$ cat src/rtl/pc_gen.sv
// pc_gen: program-counter generator and fetch sequencer (optional RVC stepping via PC_GEN_RVC_EN)
module pc_gen #(
    parameter int              XLEN      = 32,
    parameter logic [XLEN-1:0] RESET     = '0,
    parameter logic [3:0]      MIS_CAUSE = 4'd0
) (
    input  logic            clock,
    input  logic            reset,
    input  logic            stall,
    input  logic [XLEN-1:0] alu_o,
    input  logic            alu_z,
    input  logic            s_jump,
    input  logic            s_jalr,
    input  logic            s_branch,
    input  logic            s_branch_zero,
    input  logic [XLEN-1:0] imm,
    input  logic            trap,
    input  logic [3:0]      trap_cause,
    input  logic            mret,
    input  logic [XLEN-1:0] mtvec,
    input  logic            fetch_ready,
`ifdef PC_GEN_RVC_EN
    input  logic            is_compressed,
`endif
    output logic            fetch_valid,
    output logic [XLEN-1:0] pc,
    output logic [XLEN-1:0] next_pc,
    output logic [XLEN-1:0] mepc,
    output logic [3:0]      mcause,
    output logic            misaligned
);
    typedef enum logic [1:0] {BOOT, RUN, TRAP} state_t;
    state_t          state, state_n;
    logic [XLEN-1:0] pc_n, mepc_n, step, jump_tgt, br_tgt, tgt;
    logic [3:0]      mcause_n;
    logic            mis_n, taken, ctl, bad, advance;
`ifdef PC_GEN_RVC_EN
    assign step = is_compressed ? XLEN'(2) : XLEN'(4);
    assign bad  = tgt[0];
`else
    assign step = XLEN'(4);
    assign bad  = |tgt[1:0];
`endif
    assign next_pc     = pc + step;
    assign taken       = s_branch & (s_branch_zero ? alu_z : ~alu_z);
    assign jump_tgt    = s_jalr ? (alu_o & ~XLEN'(1)) : alu_o;
    assign br_tgt      = pc + imm;
    assign tgt         = s_jump ? jump_tgt : br_tgt;
    assign ctl         = s_jump | taken;
    assign advance     = (state == RUN) & fetch_ready & ~stall;
    assign fetch_valid = state == RUN;
    // next-state selection: trap beats mret beats misaligned beats jump/branch/sequential
    always_comb begin
        state_n  = state;
        pc_n     = pc;
        mepc_n   = mepc;
        mcause_n = mcause;
        mis_n    = 1'b0;
        if (state == BOOT) begin
            state_n = RUN;
        end else if (state == TRAP) begin
            state_n = RUN;
            pc_n    = mtvec & ~XLEN'(3);
        end else if (trap) begin
            state_n  = TRAP;
            mepc_n   = pc;
            mcause_n = trap_cause;
        end else if (advance) begin
            if (mret) begin
                pc_n = mepc;
            end else if (ctl && bad) begin
                state_n  = TRAP;
                mepc_n   = pc;
                mcause_n = MIS_CAUSE;
                mis_n    = 1'b1;
            end else begin
                pc_n = ctl ? tgt : next_pc;
            end
        end
    end
    // state and architectural registers, cleared asynchronously
    always_ff @(posedge clock or negedge reset) begin
        if (!reset) begin
            state      <= BOOT;
            pc         <= RESET;
            mepc       <= '0;
            mcause     <= '0;
            misaligned <= 1'b0;
        end else begin
            state      <= state_n;
            pc         <= pc_n;
            mepc       <= mepc_n;
            mcause     <= mcause_n;
            misaligned <= mis_n;
        end
    end
endmodule

$ cat config.mk
export PLATFORM = sky130hd
export DESIGN_NAME = pc_gen
export DESIGN_NICKNAME = d
export VERILOG_FILES = /design/src/rtl/pc_gen.sv
export SDC_FILE = /design/constraint.sdc
export NUM_CORES = 1
export LEC_CHECK = 0
export ABC_AREA = 1
export BUFFER_PORTS_ARGS = -buffer_cell sky130_fd_sc_hd__buf_2
export CAP_MARGIN = 20
export CORE_AREA = 2 2 124 114
export DETAILED_ROUTE_END_ITERATION = 7
export DIE_AREA = 0 0 126 116
export PLACE_DENSITY = 0.84
export SLEW_MARGIN = 25
export SYNTH_ARGS = -nofsm -noshare
export SYNTH_HDL_FRONTEND = slang
export SYNTH_SLANG_ARGS = --single-unit
$ cat constraint.sdc
create_clock -name clock -period 3.05 [get_ports clock]
set_input_delay 0.915 -clock clock [delete_from_list [all_inputs] [get_ports clock]]
set_output_delay 0.915 -clock clock [all_outputs]
set_load 0.005 [all_outputs]
# [After elaboration in Yosys (flattened, before gate mapping)]
# Index checks and enable logic that the tools add are counted.
[word_totals] ff_bits=71 wordCells=61
[op_classes] bitwise_logic=8 n_reduce_logical=11 muxes=29 add_sub_neg=2 n_eq_ne=6
[op_table] operator="$mux 32" count=11
[op_table] operator="$add 32x3->32 const B" count=1
[op_table] operator="$add 32x32->32" count=1
[op_table] operator="$mux 4" count=4
[op_table] operator="$mux 2" count=6
[op_table] operator="$mux 1" count=8
[op_table] operator="$reduce_bool 4->1" count=2
[op_table] operator="$reduce_bool 2->1" count=3
[op_table] operator="$reduce_and 5->1" count=1
[op_table] operator="$ne 4x2->1 const B" count=1
[op_table] operator="$not 1->1" count=4
[op_table] operator="$reduce_and 4->1" count=1
[op_table] operator="$and 1x1->1" count=3
[op_table] operator="$ne 3x3->1 const B" count=1
[op_table] operator="$reduce_and 3->1" count=1
[op_table] operator="$eq 2x1->1 const B" count=1
[op_table] operator="$eq 2x2->1 const B" count=1
[op_table] operator="$logic_not 2->1" count=1
[op_table] operator="$ne 2x1->1 const B" count=1
[op_table] operator="$ne 2x2->1 const B" count=1
[op_table] operator="$reduce_or 2->1" count=1
[op_table] operator="$logic_and 1x1->1" count=1
[op_table] operator="$or 1x1->1" count=1

# [Logic depth before layout (Yosys ltp)]
# Gate-level depths: netlist of the first run.
[logic_depth] depth_word=11 ltp_mapped=16 mapped_depth_nobuf=16

# [Least setup slack after synthesis of the first run]
# OpenSTA, ideal clock, no wires.
[synth_path] path_kind="input-to-reg" startpoint="input port imm[0]" endpoint="register pc[3]" required_ns=2.929 path_slack_ns=0.424 arrival_ns=2.505 cell_stages=14 cell_sequence="ha_1 inv_1 fa_1 nand2_1 o21ai_1 nand2_1 nand3_1 nand2_2 inv_2 nor2_4 inv_2 buf_4 o22ai_1 nor2_1"
[synth_between] elab_chain_len=8 word_cells_on_any_way=12 cone_classes="1 x add/sub; 1 x eq/ne; 7 x mux; 3 x reduce/logical"
[synth_rtl] element="from (decl)" line="16" source="input logic [XLEN-1:0] imm,"
[synth_rtl] element="$add 32x32->32 *" line="47" source="assign br_tgt = pc + imm;"
[synth_rtl] element="$mux 32 *" line="48" source="assign tgt = s_jump ? jump_tgt : br_tgt;"
[synth_rtl] element="$mux 32" line="77" source="pc_n = ctl ? tgt : next_pc;"
[synth_rtl] element="$mux 32" line="71" source="end else if (ctl && bad) begin"
[synth_rtl] element="$mux 32" line="69" source="if (mret) begin"
[synth_rtl] element="$mux 32" line="68" source="end else if (advance) begin"
[synth_rtl] element="$mux 32" line="64" source="end else if (trap) begin"
[synth_rtl] element="$mux 32" line="61" source="end else if (state == TRAP) begin"
[synth_rtl] element="to (signal assigned)" line="91" source="pc <= pc_n;"
[synth_rtl] element="to (decl)" line="26" source="output logic [XLEN-1:0] pc,"
# Every way passes the cells marked *; elsewhere a longest branch is shown, timed or not. The select of a mux whose other input is x is not followed.
# A chain may end at the register's enable or synchronous reset.

# [Final worst setup path of the first run]
[layout_path] startpoint="register pc[2]" endpoint="output port next_pc[22]"
[layout_between] elab_chain_len=1
[layout_rtl] element="$add 32x3->32" line="44" source="assign next_pc = pc + step;"
[layout_rtl] element="to (decl)" line="27" source="output logic [XLEN-1:0] next_pc,"
# Every way passes these cells.

==> results of run 1 <==
## final cells by class
type                            count  area, µm²  share of cell area
Multi-Input combinational cell    888       4490               0.516
Sequential cell                    71       1780               0.205
Inverter                          140        528              0.0606
Clock buffer                       11        253              0.0290
Tap cell                          168        210              0.0241
Clock inverter                      5        104              0.0119
Timing Repair Buffer              243       1340               0.154
## state kept, by name, indices dropped and copies added (netlist names)
register / count
mepc: 32
pc: 32
mcause: 4
state: 2
misaligned: 1
## critical path: cells and delay by family (launching register included)
family	cells	cell delay, ns
AND/OR/NAND/NOR	8	0.89
flip-flops	1	0.44
adder cells (fa/ha/maj)	1	0.25
buffers and inverters	1	0.12
## per-stage QoR
| stage | power (W) | setup WS (ns) |
|---|---|---|
| 2_1_floorplan | 0.00348 | 0.424 |
| 3_3_place_gp | 0.00482 | 0.155 |
| 3_5_place_dp | 0.00486 | 0.0834 |
| 4_1_cts | 0.00614 | 0.0197 |
| 5_1_grt | 0.00664 | 0.00264 |
| 6_report | 0.00624 | 0.0888 |
## Yosys cell counts (all sizes together)
master and n:
ha 32, nand2 427, or2 2, o211ai 2, o22ai 8, inv 139, a22oi 15, a31oi 1
buf 18, a21boi 3, nand3 69, dfrtp 71, o21a 2, nor4 1, fa 1, xnor2 9
nor3b 1, xor2 16, a22o 1, o21bai 4, clkinv 1, and2 2, nand4 12, o21ai 58
nand3b 11, a211oi 5, nor3 20, and3 1, clkbuf 17, nor2 106, a21oi 79
## logic make-up after synthesis
| family | synth area share |
|---|---|
| xor gates and xnor gates | 0.0346 |
| adders and majority gates | 0.0602 |
| buffers and inverters | 0.103 |
| DFF | 0.255 |
| AOI/OAI and AO/OA | 0.141 |
| and+or+nand+nor | 0.407 |
## metal layers
metal / up-vias / routed length, µm / GRT usage / share of wire
met4: 2 / 1030 / 0.152 / 0.038
met1: 3800 / 10900 / 0.484 / 0.40
met2: 591 / 11900 / 0.581 / 0.44
met5: - / 13 / 0 / 0.00048
li1: 4076 / - / - / -
met3: 74 / 3150 / 0.0794 / 0.12
## report_power, final
group | switching (W) | total [W] | internal [W]
Combinational | 0.00213 | 0.00339 | 0.00127
Clock | 0.000417 | 0.00126 | 0.000844
Sequential | 0.000380 | 0.00159 | 0.00121
Total | 0.00292 | 0.00624 | 0.00332
## what timing repair did
item | CTS | global route
gates resized for setup | 2 | 5
buffers inserted | 0 | 2
setup endpoints to repair | 3 | 11
## worst max-delay path by stage
stage                       from                    to  slack, ns  depth (start not counted)
5_1_grt        pc[4]$_DFFE_PN0P_           next_pc[31]      0.003                          7
2_1_floorplan             imm[0]     pc[3]$_DFFE_PN0P_       0.42                         14
3_5_place_dp              imm[0]  mepc[19]$_DFFE_PN0P_       0.08                         15
6_report       pc[2]$_DFFE_PN0P_           next_pc[22]       0.09                         10
4_1_cts        pc[2]$_DFFE_PN0P_           next_pc[22]       0.02                         10
3_3_place_gp              imm[0]    pc[28]$_DFFE_PN0P_       0.15                         16
==> results.py, run 1 <==
metrics = {
    "sta": {
        "min_period_ns": 2.96,
        "slew_violations": 0,
        "final-setup-viol-count": 0,
        "rsz0062_at_grt": "no",
        "fmax_mhz": 338,
        "final_hold_viol_count": 0,
        "worst_slew_pin_slew_ns": 0.925,
        "finClkSkew_ns": 0.00854,
        "slew_headroom": 0.383,
        "finalCritPeriodShare": 0.971,
        "timing.setup.tns_ns": 0,
        "whs_ns": 0.472,
    },
    "yosys": {
        "ys_seq_area_frac": 0.255,
        "syn-num-nets": 1278,
        "synthesis.area_um2": 6980,
        "postSynthAreaPerCell_um2": 6.16,
        "yosys_warnings": 0,
        "synthCells": 1134,
        "yosysTopAreaCellShare": 0.255,
        "synth_top_area_cell": "dfrtp_1",
        "synth_seq_cells": 71,
        "yosys.cell_types.count": 49,
        "ys_top_cells_by_area": "dfrtp_1, nand2_1, inv_1",
    },
    "setup_path": {
        "critPathMaxStageDelay_ns": 0.44,
        "worstPathMaxFanout": 5,
        "r2r_slack_ns": 0.57,
        "r2r-start": "pc[4]$_DFFE_PN0P_",
        "setup.worst_path.class": "flip-flop to output port",
        "crit_path_cell_trace": "ha_2 -> nand3_4 -> nor2_4 -> nand2_4 -> nor2_8 -> nand2_4 -> nor2_8 -> nand3b_1 -> nand2_2 -> buf_2",
        "reg2regPathDepth": 15,
        "cp.required_ns": 2.13,
        "startpoint_type": "flip-flop",
        "timing.rr.end": "pc[23]$_DFFE_PN0P_",
        "critPathSlowestCell": "dfrtp_2",
        "crit_path_end_kind": "output port",
        "crit_arrival_ns": 2.05,
    },
    "grt": {
        "grt_pass1_vias": 7982,
        "grt_pass1_wl_um": 41700,
        "overflow": 0,
        "grt_max_degree": 72,
        "antenna_found_initial": 1,
        "grt_usage": 0.364,
    },
    "layout": {
        "final_util": 0.659,
        "final_cells": 1526,
        "drive_gt1_frac": 0.229,
        "final_cell_mix": "nand2_1, buf_2, inv_1",
        "final_common_cell": "nand2_1",
        "final_nets": 1497,
        "syn_to_final_growth_pct": 24.8,
        "diodes": 0,
        "fill_cells": 1192,
        "design_area_um2": 8710,
    },
    "routing": {
        "routed_via_density": 5.60,
        "ant_nets": 0,
        "drc": 0,
        "drt-total-wl_um": 27000,
        "dr.pass1.iters": 6,
        "drt_iter0_drc": 929,
        "post_drt_wl_per_cell_um": 17.7,
        "via_count": 8543,
    },
    "clocking": {
        "cts_tree": "yes",
        "cts.path.max_buffers": 2,
        "cts_buffers": 9,
        "cts_hold_buf": 0,
        "clk_pin_slew_worst_paths_ns": 0.06,
        "root_buffer": "clkbuf_16",
        "cts_sinks": 71,
        "clk_latency_ns": 0.33,
        "cts_max_level": 3,
    },
    "placement": {
        "portBuffers": 210,
        "place_inst": 1508,
        "gp_congestion": 1.00,
        "dp_hpwl_um": 21200,
        "placed_area_um2": 8330,
    },
    "min_path": {
        "hold_path_end": "mcause[2]$_DFFE_PN0P_",
        "worstHoldStart": "mcause[2]$_DFFE_PN0P_",
        "hold-path-cell-count": 2,
        "min_path_type": "flip-flop to flip-flop",
    },
    "die": {
        "die_w_um": 126,
        "die_height_um": 116,
        "rows": 40,
        "start_util": 0.528,
        "die-area_um2": 14600,
        "fp.coreArea_um2": 13200,
        "io-pin-count": 213,
    },
    "flow_run": {
        "max-cap-violations": 0,
    },
    "power_and_ir_drop": {
        "power.density_nw_per_um2": 716,
        "p_leak_nw": 4.88,
        "ir_drop_mv": 0.358,
    },
    "outcome": {
        "status": "completed",
    },
}
(Power assumes the default switching activity.)
==> run 2, diff against run 1 <==
==> constraint.sdc (replaced) <==
create_clock -name clock -period 3.3 [get_ports clock]
set_input_delay 0.99 -clock clock [delete_from_list [all_inputs] [get_ports clock]]
set_output_delay 0.99 -clock clock [all_outputs]
set_load 0.005 [all_outputs]
==> run 2 against run 1 <==
Via count fell by 0.66%. Hold slack got worse by 0.0068 ns. Core utilization fell by 1.1 points. Non-clock buffer count fell by 12. Critical path type unchanged. Largest power group unchanged.
==> results.py, run 2 (synthesis results as in run 1) <==
metrics = {
    "die": {
        "io-pin-count": 213,
        "rows": 40,
        "fp.coreArea_um2": 13200,
        "die_w_um": 126,
        "die_height_um": 116,
        "start_util": 0.528,
        "die-area_um2": 14600,
    },
    "layout": {
        "diodes": 0,
        "syn_to_final_growth_pct": 22.8,
        "top_regs": "mepc (32), pc (32), mcause (4)",
        "final_nets": 1485,
        "drive_gt1_frac": 0.216,
        "final_common_cell": "nand2_1",
        "final_cell_mix": "nand2_1, buf_2, inv_1",
    },
    "routing": {
        "met2_length_um": 11800,
        "drt_iter0_drc": 872,
        "dr.pass1.iters": 6,
        "wl_met1_um": 10900,
        "drc": 0,
        "drt-total-wl_um": 26900,
        "via_count": 8487,
        "met3_length_um": 3020,
        "maxUsedRoutingLayer": "met4",
        "post_drt_wl_per_cell_um": 17.7,
        "routed_via_density": 5.61,
        "ant_nets": 0,
    },
    "sta": {
        "min_period_ns": 3.20,
        "slew_violations": 0,
        "fmax_mhz": 312,
        "timing.setup.tns_ns": 0,
        "finalCritPeriodShare": 0.971,
        "rsz0062_at_grt": "no",
        "setup_slack_ns": 0.0971,
        "final_hold_viol_count": 0,
        "worst_slew_pin_slew_ns": 0.937,
        "finClkSkew_ns": 0.00751,
        "final-setup-viol-count": 0,
        "slew_headroom": 0.375,
    },
    "clocking": {
        "clk_pin_slew_worst_paths_ns": 0.06,
        "cts.path.max_buffers": 2,
        "root_buffer": "clkbuf_16",
        "cts_tree": "yes",
        "cts_max_level": 3,
        "clk_latency_ns": 0.34,
        "post-cts-setup-buffer-count": 0,
        "cts_sinks": 71,
        "cts_buffers": 9,
    },
    "power_and_ir_drop": {
        "power.density_nw_per_um2": 648,
        "comb_power_share": 0.550,
        "power.internal_w": 0.00287,
        "seq_power_share": 0.267,
        "clock_power_share": 0.183,
        "p_sw_frac": 0.483,
        "ir_drop_mv": 0.340,
        "p_leak_nw": 4.81,
        "power.net_switching_w": 0.00268,
    },
    "setup_path": {
        "critPathSlowestCell": "dfrtp_1",
        "startpoint_type": "flip-flop",
        "critPathMaxStageDelay_ns": 0.61,
        "r2r_slack_ns": 0.75,
        "crit_path_end_kind": "output port",
        "setup.worst_path.class": "flip-flop to output port",
        "worstPathMaxFanout": 7,
        "cp.required_ns": 2.31,
        "crit_path_cell_trace": "nand2_1 -> nor2_1 -> nand2_1 -> nor2_1 -> xor2_1 -> buf_2",
        "crit_arrival_ns": 2.21,
    },
    "placement": {
        "dp_hpwl_um": 21000,
        "portBuffers": 210,
        "gp_congestion": 1.03,
        "dpl_worst_slack_ns": 0.205,
    },
    "grt": {
        "overflow": 0,
        "grt_pass1_wl_um": 42100,
        "grt_usage": 0.368,
        "grt_pass1_vias": 7813,
        "grt_max_degree": 72,
        "antenna_found_initial": 0,
    },
    "flow_run": {
        "max-cap-violations": 0,
    },
    "outcome": {
        "status": "completed",
    },
    "min_path": {
        "min_path_type": "flip-flop to flip-flop",
    },
}
run 2: area by class of cell:
class,count,area [µm²]
flip-flops and latches,71,1780
repair buffers,231,1250
fillers,1274,4640
clock inverters,3,40.0
inverters,140,528
multi-input cells,888,4500
clock buffers,13,270
well taps,168,210
run 2: per-stage QoR:
step	hold slack [ns]	power [W]	std cells	utilization	cell area (µm²)
3_5_place_dp	0.453	0.00444	1498	0.625	8250
3_3_place_gp	0.451	0.00440	1498	0.625	8250
2_1_floorplan	0.465	0.00322	1134	-	6980
6_report	0.465	0.00555	1514	0.649	8570
4_1_cts	0.467	0.00549	1514	0.648	8560
5_1_grt	0.484	0.00595	1514	0.649	8570
run 2: power by group through the flow:
stage / registers (W) / clock network, W / logic, W
final: 0.00148 / 0.00102 / 0.00305
after global routing: 0.00151 / 0.00106 / 0.00338
after CTS: 0.00147 / 0.00103 / 0.00299
after detailed placement: 0.00148 / 0 / 0.00296
after global placement: 0.00148 / 0 / 0.00293
after floorplan: 0.00142 / 0 / 0.00180
run 2: worst paths after layout:
path | start | endpoint | cells after the start
setup / recovery | pc[14]$_DFFE_PN0P_ | next_pc[17] | 6
hold / removal | mcause[1]$_DFFE_PN0P_ | mcause[1]$_DFFE_PN0P_ | 2
setup reg to reg | pc[2]$_DFFE_PN0P_ | pc[17]$_DFFE_PN0P_ | 13
hold reg to reg | mcause[1]$_DFFE_PN0P_ | mcause[1]$_DFFE_PN0P_ | 2
max in group asynchronous | reset | mepc[11]$_DFFE_PN0P_ | 1
min in group asynchronous | reset | mepc[25]$_DFFE_PN0P_ | 1
run 2: what timing repair did:
item                       CTS  global route
setup endpoints to repair    0             1
hold buffers                 0             0
resized for setup            0             1
run 2: layer usage:
metal,global-route usage,vias to the layer above
li1,-,4068
met1,0.486,3770
met2,0.600,571
met3,0.0729,78
met4,0.144,0
met5,0,-
run 2: worst max-delay path, delay by kind of cell, from the launching register on:
family        cells  cell delay (ns)
flops             1             0.61
buf+inv           1             0.19
simple gates      4             0.69
xor+xnor          1             0.38
